File: src/rtl/axil_sdram_req_arb.sv
// Round-robin arbiter that moves AXI-Lite write/read FIFO entries onto a single-port SDRAM request bus.
// The optional read-wait timeout is compiled in by defining AXIL_SDRAM_RD_TIMEOUT_EN.
module axil_sdram_req_arb #(
    parameter int ADDR_WIDTH       = 32,
    parameter int DATA_WIDTH       = 32,
    parameter int SDRAM_ADDR_WIDTH = 24,
    parameter int RD_TIMEOUT       = 255
) (
    input  logic                        s_axil_clk,
    input  logic                        s_axil_rst,
    input  logic [ADDR_WIDTH-1:0]       WADDR_FIFO_DOUT,
    input  logic                        WADDR_FIFO_EMPTY,
    output logic                        WADDR_FIFO_RD_EN,
    input  logic [DATA_WIDTH-1:0]       WDATA_FIFO_DOUT,
    input  logic                        WDATA_FIFO_EMPTY,
    output logic                        WDATA_FIFO_RD_EN,
    input  logic [ADDR_WIDTH-1:0]       RADDR_FIFO_DOUT,
    input  logic                        RADDR_FIFO_EMPTY,
    output logic                        RADDR_FIFO_RD_EN,
    input  logic                        RDATA_FIFO_FULL,
    output logic                        RDATA_FIFO_WR_EN,
    output logic [DATA_WIDTH-1:0]       RDATA_FIFO_DIN,
    output logic                        sdram_req,
    output logic                        sdram_we,
    output logic [SDRAM_ADDR_WIDTH-1:0] sdram_addr,
    output logic [DATA_WIDTH-1:0]       sdram_wdata,
    input  logic                        sdram_ack,
    input  logic                        sdram_rdata_valid,
    input  logic [DATA_WIDTH-1:0]       sdram_rdata,
    output logic                        busy,
    output logic                        err_timeout
);

    typedef enum logic [1:0] {IDLE, FETCH, REQ, RWAIT} state_t;
    typedef enum logic {GRANT_WR, GRANT_RD} grant_t;

    state_t state, state_nxt;
    grant_t last_grant, last_grant_nxt;
    logic   wr_pend, rd_pend;
    logic   grant_wr, grant_rd;
    logic   rd_done, timeout_hit;

    assign wr_pend = !WADDR_FIFO_EMPTY && !WDATA_FIFO_EMPTY;
    assign rd_pend = !RADDR_FIFO_EMPTY && !RDATA_FIFO_FULL;

    // Grants drive the FIFO pops directly, so they are masked while reset is held.
    always_comb begin
        // NOTE: every signal written here gets a default first, so no path can infer a latch.
        grant_wr = 1'b0;
        grant_rd = 1'b0;
        if (state == IDLE && !s_axil_rst) begin
            if (wr_pend && (last_grant == GRANT_RD || !rd_pend)) begin
                grant_wr = 1'b1;
            end else if (rd_pend) begin
                grant_rd = 1'b1;
            end
        end
    end

    assign rd_done = (state == RWAIT) && (sdram_rdata_valid || timeout_hit);

    always_comb begin
        state_nxt      = state;
        last_grant_nxt = last_grant;
        case (state)
            IDLE: begin
                if (grant_wr) begin
                    state_nxt      = FETCH;
                    last_grant_nxt = GRANT_WR;
                end else if (grant_rd) begin
                    state_nxt      = FETCH;
                    last_grant_nxt = GRANT_RD;
                end
            end
            FETCH:   state_nxt = REQ;
            REQ:     if (sdram_ack) state_nxt = sdram_we ? IDLE : RWAIT;
            RWAIT:   if (rd_done) state_nxt = IDLE;
            default: state_nxt = IDLE;
        endcase
    end

    always_ff @(posedge s_axil_clk or posedge s_axil_rst) begin
        if (s_axil_rst) begin
            state      <= IDLE;
            last_grant <= GRANT_RD;
        end else begin
            // NOTE: sequential state uses non-blocking assignments so every flop samples pre-edge values.
            state      <= state_nxt;
            last_grant <= last_grant_nxt;
        end
    end

    // FIFO heads are valid in FETCH, one cycle after the pop issued in IDLE.
    always_ff @(posedge s_axil_clk or posedge s_axil_rst) begin
        if (s_axil_rst) begin
            sdram_addr  <= '0;
            sdram_we    <= 1'b0;
            sdram_wdata <= '0;
        end else if (state == FETCH) begin
            sdram_we <= (last_grant == GRANT_WR);
            if (last_grant == GRANT_WR) begin
                sdram_addr  <= WADDR_FIFO_DOUT[SDRAM_ADDR_WIDTH+1:2];
                sdram_wdata <= WDATA_FIFO_DOUT;
            end else begin
                sdram_addr <= RADDR_FIFO_DOUT[SDRAM_ADDR_WIDTH+1:2];
            end
        end
    end

`ifdef AXIL_SDRAM_RD_TIMEOUT_EN
    localparam int              CNT_W           = $clog2(RD_TIMEOUT + 1);
    localparam logic [31:0]     TIMEOUT_PATTERN = 32'hDEAD_BEEF;

    function automatic logic [DATA_WIDTH-1:0] timeout_fill();
        logic [DATA_WIDTH-1:0] w;
        for (int i = 0; i < DATA_WIDTH; i++) w[i] = TIMEOUT_PATTERN[i % 32];
        return w;
    endfunction

    localparam logic [DATA_WIDTH-1:0] TIMEOUT_WORD = timeout_fill();

    logic [CNT_W-1:0] rd_wait_cnt;

    always_ff @(posedge s_axil_clk or posedge s_axil_rst) begin
        if (s_axil_rst) begin
            rd_wait_cnt <= '0;
        end else if (state == RWAIT) begin
            rd_wait_cnt <= rd_wait_cnt + 1'b1;
        end else begin
            rd_wait_cnt <= '0;
        end
    end

    // Fires in the RD_TIMEOUT-th RWAIT cycle; real data in that same cycle still wins.
    assign timeout_hit    = (state == RWAIT) && !sdram_rdata_valid
                            && (rd_wait_cnt == CNT_W'(RD_TIMEOUT - 1));
    assign err_timeout    = timeout_hit;
    assign RDATA_FIFO_DIN = !RDATA_FIFO_WR_EN ? '0
                          : (sdram_rdata_valid ? sdram_rdata : TIMEOUT_WORD);
`else
    assign timeout_hit    = 1'b0;
    assign err_timeout    = 1'b0;
    assign RDATA_FIFO_DIN = RDATA_FIFO_WR_EN ? sdram_rdata : '0;
`endif

    assign WADDR_FIFO_RD_EN = grant_wr;
    assign WDATA_FIFO_RD_EN = grant_wr;
    assign RADDR_FIFO_RD_EN = grant_rd;
    assign RDATA_FIFO_WR_EN = rd_done;
    assign sdram_req        = (state == REQ);
    // The grant cycle already commits the block, so busy covers it too.
    assign busy             = (state != IDLE) || grant_wr || grant_rd;

    logic unused_addr_bits;
    assign unused_addr_bits = ^{WADDR_FIFO_DOUT[ADDR_WIDTH-1:SDRAM_ADDR_WIDTH+2], WADDR_FIFO_DOUT[1:0],
                                RADDR_FIFO_DOUT[ADDR_WIDTH-1:SDRAM_ADDR_WIDTH+2], RADDR_FIFO_DOUT[1:0]};

endmodule
File: config.mk
export PLATFORM = sky130hd
export DESIGN_NAME = axil_sdram_req_arb
export DESIGN_NICKNAME = d
export VERILOG_FILES = /design/src/rtl/axil_sdram_req_arb.sv
export SDC_FILE = /design/constraint.sdc
export NUM_CORES = 1
export LEC_CHECK = 0
export BUFFER_PORTS_ARGS = -buffer_cell sky130_fd_sc_hd__buf_2
export CORE_MARGIN = 2
export CORE_UTILIZATION = 36
export DETAILED_ROUTE_END_ITERATION = 8
export PLACE_DENSITY = 0.86
export SETUP_SLACK_MARGIN = 0.1
export SYNTH_ARGS = -nofsm -noshare
export SYNTH_HDL_FRONTEND = slang
export SYNTH_SLANG_ARGS = --single-unit
export TNS_END_PERCENT = 5
File: constraint.sdc
create_clock -name s_axil_clk -period 2.2 [get_ports s_axil_clk]
set_clock_uncertainty 0.05 [all_clocks]
set_input_delay 0.22 -clock s_axil_clk [delete_from_list [all_inputs] [get_ports s_axil_clk]]
set_output_delay 0.22 -clock s_axil_clk [all_outputs]
set_load 0.01 [all_outputs]
# Word-level counts from Yosys, hierarchy flattened
# Index checks and enable logic that the tools add are counted.
totals:
  register_bits: 60
  output_inout_bits: 96
  elab_cells: 47
  input_bits: 136
op_classes:
  muxes: 15
  n_reduce_logical: 20
  n_bitwise: 1
  n_eq_ne: 6
op_table:
  columns: ["cell", "count"]
  rows:
  - ["$mux W32", 1]
  - ["$mux W24", 1]
  - ["$mux W2", 5]
  - ["$pmux W2 S4", 1]
  - ["$mux W1", 7]
  - ["$logic_not A1 Y1", 6]
  - ["$logic_and A1 B1 Y1", 5]
  - ["$eq A2 B2 Y1 const B", 2]
  - ["$reduce_and A2 Y1", 2]
  - ["$reduce_bool A2 Y1", 2]
  - ["$logic_or A1 B1 Y1", 3]
  - ["$ne A3 B3 Y1 const B", 1]
  - ["$reduce_and A3 Y1", 1]
  - ["$eq A2 B1 Y1 const B", 1]
  - ["$logic_not A2 Y1", 1]
  - ["$ne A2 B1 Y1 const B", 1]
  - ["$ne A2 B2 Y1 const B", 1]
  - ["$not A1 Y1", 1]

# Logic depth before layout (Yosys ltp)
depth:
  ltp_word: 10
  mapped_depth: 6
  ltp_nobuf: 3

# Worst setup path after synthesis
# Ideal clock, no wire load.
synth_path:
  path_type: "input to output"
  startpoint: "in s_axil_rst"
  endpoint: "out busy"
  arrival_ps: 1998
  cell_stages: 3
  t_required_ps: 1930
  slack_ps: -68
  cell_sequence: "inv_1 > o21ai_0 > nand2_1"
synth_between:
  elab_chain_cells: 5
  word_cells_on_any_way: 6
  classes_between: "mux (2); reduce/logical (4)"
synth_rtl:
  columns: ["element", "line_no", "text"]
  rows:
  - ["start, declared", "10", "input logic s_axil_rst,"]
  - ["$logic_not A1 Y1 (no source line) *", null, null]
  - ["$logic_and A1 B1 Y1 *", "51", "if (state == IDLE && !s_axil_rst) begin"]
  - ["$mux W1", "51", null]
  - ["$logic_or A1 B1 Y1", "152", "assign busy = (state != IDLE) || grant_wr || grant_rd;"]
  - ["$logic_or A1 B1 Y1 *", "152", null]
  - ["end, declared", "30", "output logic busy,"]
# Every way passes the cells marked *; elsewhere a longest branch is shown, timed or not.

# Worst setup path after layout
layout_path:
  startpoint: "reg state[0]"
  endpoint: "out RDATA_FIFO_DIN[12]"
layout_between:
  elab_chain_cells: 3
layout_rtl:
  columns: ["element", "line_no", "text"]
  rows:
  - ["start, declared", "37", "state_t state, state_nxt;"]
  - ["start signal, assigned", "88", "state <= state_nxt;"]
  - ["$eq A2 B2 Y1", "60", "assign rd_done = (state == RWAIT) && (sdram_rdata_valid || timeout_hit);"]
  - ["$logic_and A1 B1 Y1", "60", null]
  - ["$mux W32", "143", "assign RDATA_FIFO_DIN = RDATA_FIFO_WR_EN ? sdram_rdata : '0;"]
  - ["end, declared", "22", "output logic [DATA_WIDTH-1:0] RDATA_FIFO_DIN,"]
# No other way between the ends.

==> results.yml <==
die:
  dieHeight_um: 94.0
  die_w_um: 94.0
  design.core.area_mm2: 0.00777
  floorplan.io_pins: 232
  floorplan.die_area_mm2: 0.00883
  cell_rows: 32
  starting_density_of_the_core: 0.375
clock_tree:
  cts_post_setup_buffers_inserted: 0
  tritoncts_num_sinks: 60
  cts-resized-gates: 0
  cts-hold-fix-buffers: 0
  cts_tree: "yes"
  cts.path.max_buffers: 2
  clock_root_cell: "sky130_fd_sc_hd__clkbuf_8"
  numCtsBuffers: 9
  cts-htree-levels: 3
  clock_pin_slew_reported_for_the_worst_setup_and_hold_paths_after_clock_tree_synthesis_ps: 80
  clock_latency_on_the_worst_skew_pair_ps: 330
sta:
  slew-limit-headroom: 0.504
  final_period_minus_worst_setup_slack_ps: 1920
  final.setup.tns_ps: 0
  worst_slack_ps: 282
  grt_setup_unrepaired: "false"
  hold-worst-slack_ps: 53.4
  timing_worst_slew_pin_value_ps: 744
  drv_slew: 0
  max_clk_rate_mhz: 521
  setup_viol_count_final: 0
  hold_viol: 0
  timing.final.crit_share: 0.872
logic_synthesis:
  synth_fp_nets: 375
  synth.cell_area_mm2: 0.00292
  syn_area_per_cell_um2: 12.2
  synth.ff_latch_count: 60
  number_of_distinct_library_cells_after_synthesis: 29
  syn_inst: 239
  synth_sequential_area_ratio: 0.515
  yosysWarningCount: 0
setup_path:
  critical_path.cell_chain: "and3_1 -> buf_4 -> and2_1 -> buf_2"
  r2r_cells: 4
  worst-endpoint-arrival_ps: 1650
  cp_data_required_time_ps: 1930
  timing.rr.start: "state[1]"
  worst-setup-path-type: "flip-flop to primary output"
  critical_path.slowest_cell: "sky130_fd_sc_hd__dfrtp_1"
  path_max_fanout: 33
  endpoint_kind: "primary output"
  timing.critical_path.from: "state[0]"
  crit-reg2reg-capture: "sdram_wdata[13]"
  setup.worst_path.start_class: "flip-flop"
  r2r_setup_slack_ps: 540
  slowest_delay_ps: 520
grt:
  grt.overflow.total: 0
  wire_length_of_the_first_global_routing_pass_um: 11600
  largest_net_degree_at_the_start_of_global_routing: 61
  via_count_of_the_first_global_routing_pass: 2518
  grt_use_total: 0.170
  initial_antenna_violation_count: 0
drt:
  drtPass1Iterations: 4
  detailedRoute.firstIterationViolations: 99
  detail_route.wl_per_cell_um: 13.6
  via_count: 2529
  finalWirelength_um: 7620
  drc: 0
  drt.antenna.violating_nets: 0
  avgViaCountPerCell: 4.51
outcome:
  outcome: "finished, final reports clean"
power_and_ir_drop:
  power.static_leakage_nw: 2.38
  power_per_cell_area_mw_per_mm2: 1300
  power.ir.vdd_worst_v: 0.000564
placement:
  place_inst: 545
  placement.io_buffers: 214
  hpwl_um: 5930
  gp_routability_congestion: 0.760
  place_ws_ps: 516
cells_and_area:
  fillCellCount: 688
  layout-drive-gt1-share: 0.597
  fin_util: 0.549
  layout.cells.most_common_list: "sky130_fd_sc_hd__buf_2, sky130_fd_sc_hd__dfrtp_1, sky130_fd_sc_hd__and2_1"
  synthToLayoutAreaGrowth_pct: 46.2
  final_stage_net_count: 590
  insertedDiodeCount: 0
  layout.cells.most_common: "sky130_fd_sc_hd__buf_2"
  final_cell_count_no_fill: 561
hold_path:
  min_delay_worst_endpoint: "sdram_wdata[24]"
  hold_depth: 2
  worst_hold_startpoint: "WDATA_FIFO_DOUT[24]"
  min_path_type: "input pin to flip-flop"
run:
  maxCapViolations: 0
==> per-stage QoR <==
stage | total power, W | instance area (um2)
5_1_grt | 0.00592 | 4260
3_3_place_gp | 0.00442 | 4060
4_1_cts | 0.00562 | 4260
6_report | 0.00552 | 4260
2_1_floorplan | 0.00360 | 2920
3_5_place_dp | 0.00454 | 4060
==> cell usage after synthesis, drive strengths merged <==
library cell | number | share of area
and2 | 32 | 0.069
clkbuf | 3 | 0.0047
o31ai | 1 | 0.0026
conb | 1 | 0.0013
o311a | 1 | 0.0034
and3 | 1 | 0.0021
nand2 | 27 | 0.035
o21bai | 1 | 0.0026
nor3 | 1 | 0.0017
buf | 15 | 0.041
a21boi | 1 | 0.0026
o21ai | 26 | 0.045
nor3b | 1 | 0.0026
mux2i | 24 | 0.082
nor2 | 5 | 0.012
nand2b | 1 | 0.0047
inv | 1 | 0.0013
a21oi | 2 | 0.0034
mux2 | 32 | 0.16
dfrtp | 59 | 0.51
a21o | 1 | 0.0026
nor2b | 2 | 0.0043
dfstp | 1 | 0.0090
==> how the worst max path moves through the flow <==
stage / slack [ps] / cells after the start / end
2_1_floorplan: 430 / 3 / busy
3_3_place_gp: 570 / 4 / sdram_wdata[26]
3_5_place_dp: 520 / 4 / sdram_wdata[13]
4_1_cts: 240 / 3 / WDATA_FIFO_RD_EN
5_1_grt: 150 / 4 / RDATA_FIFO_DIN[12]
6_report: 280 / 4 / RDATA_FIFO_DIN[12]
==> state kept, by name, indices dropped and copies added, names as in the netlist <==
name         count
sdram_addr      24
sdram_wdata     32
state            2
last_grant       1
sdram_we         1
==> metal layers <==
layer | vias to the layer above | wire length [um] | GRT usage
met1 | 1165 | 2890 | 0.190
met4 | 0 | 108 | 0.0664
li1 | 1230 | - | -
met2 | 122 | 3980 | 0.303
met3 | 12 | 640 | 0.0490
met5 | - | 0 | 0
==> cell type report <==
| type | instances | area [um2] | area share |
|---|---|---|---|
| Timing Repair Buffer | 222 | 1140 | 0.268 |
| Sequential cell | 60 | 1500 | 0.353 |
| Tap cell | 102 | 128 | 0.0299 |
| Inverter | 1 | 7.51 | 0.00176 |
| Multi-Input combinational cell | 160 | 1270 | 0.299 |
| Clock buffer | 9 | 124 | 0.0291 |
| Clock inverter | 7 | 82.6 | 0.0194 |
==> worst max-delay path: cells and delay by family, from the launching register on <==
kind / cells / cell delay (ps)
buf+inv: 2 / 380
simple gates: 2 / 410
flops: 1 / 520
==> logic make-up (layout without fill, tap and decap cells) <==
family | count (synthesis) | count (layout) | synth area share
flip-flops | 60 | 60 | 0.515
AND/OR/NAND/NOR | 70 | 70 | 0.131
multiplexers | 56 | 56 | 0.243
other | 1 | 1 | 0.00129
buffers and inverters | 19 | 239 | 0.0472
AO/OA/AOI/OAI | 33 | 33 | 0.0618
==> power breakdown <==
group,internal (W),switching [W],total [W]
logic,0.00131,0.00116,0.00247
clock network,0.000542,0.000494,0.00104
registers,0.00166,0.000355,0.00202
total,0.00351,0.00201,0.00552
Power figures use the tool's default switching activity.
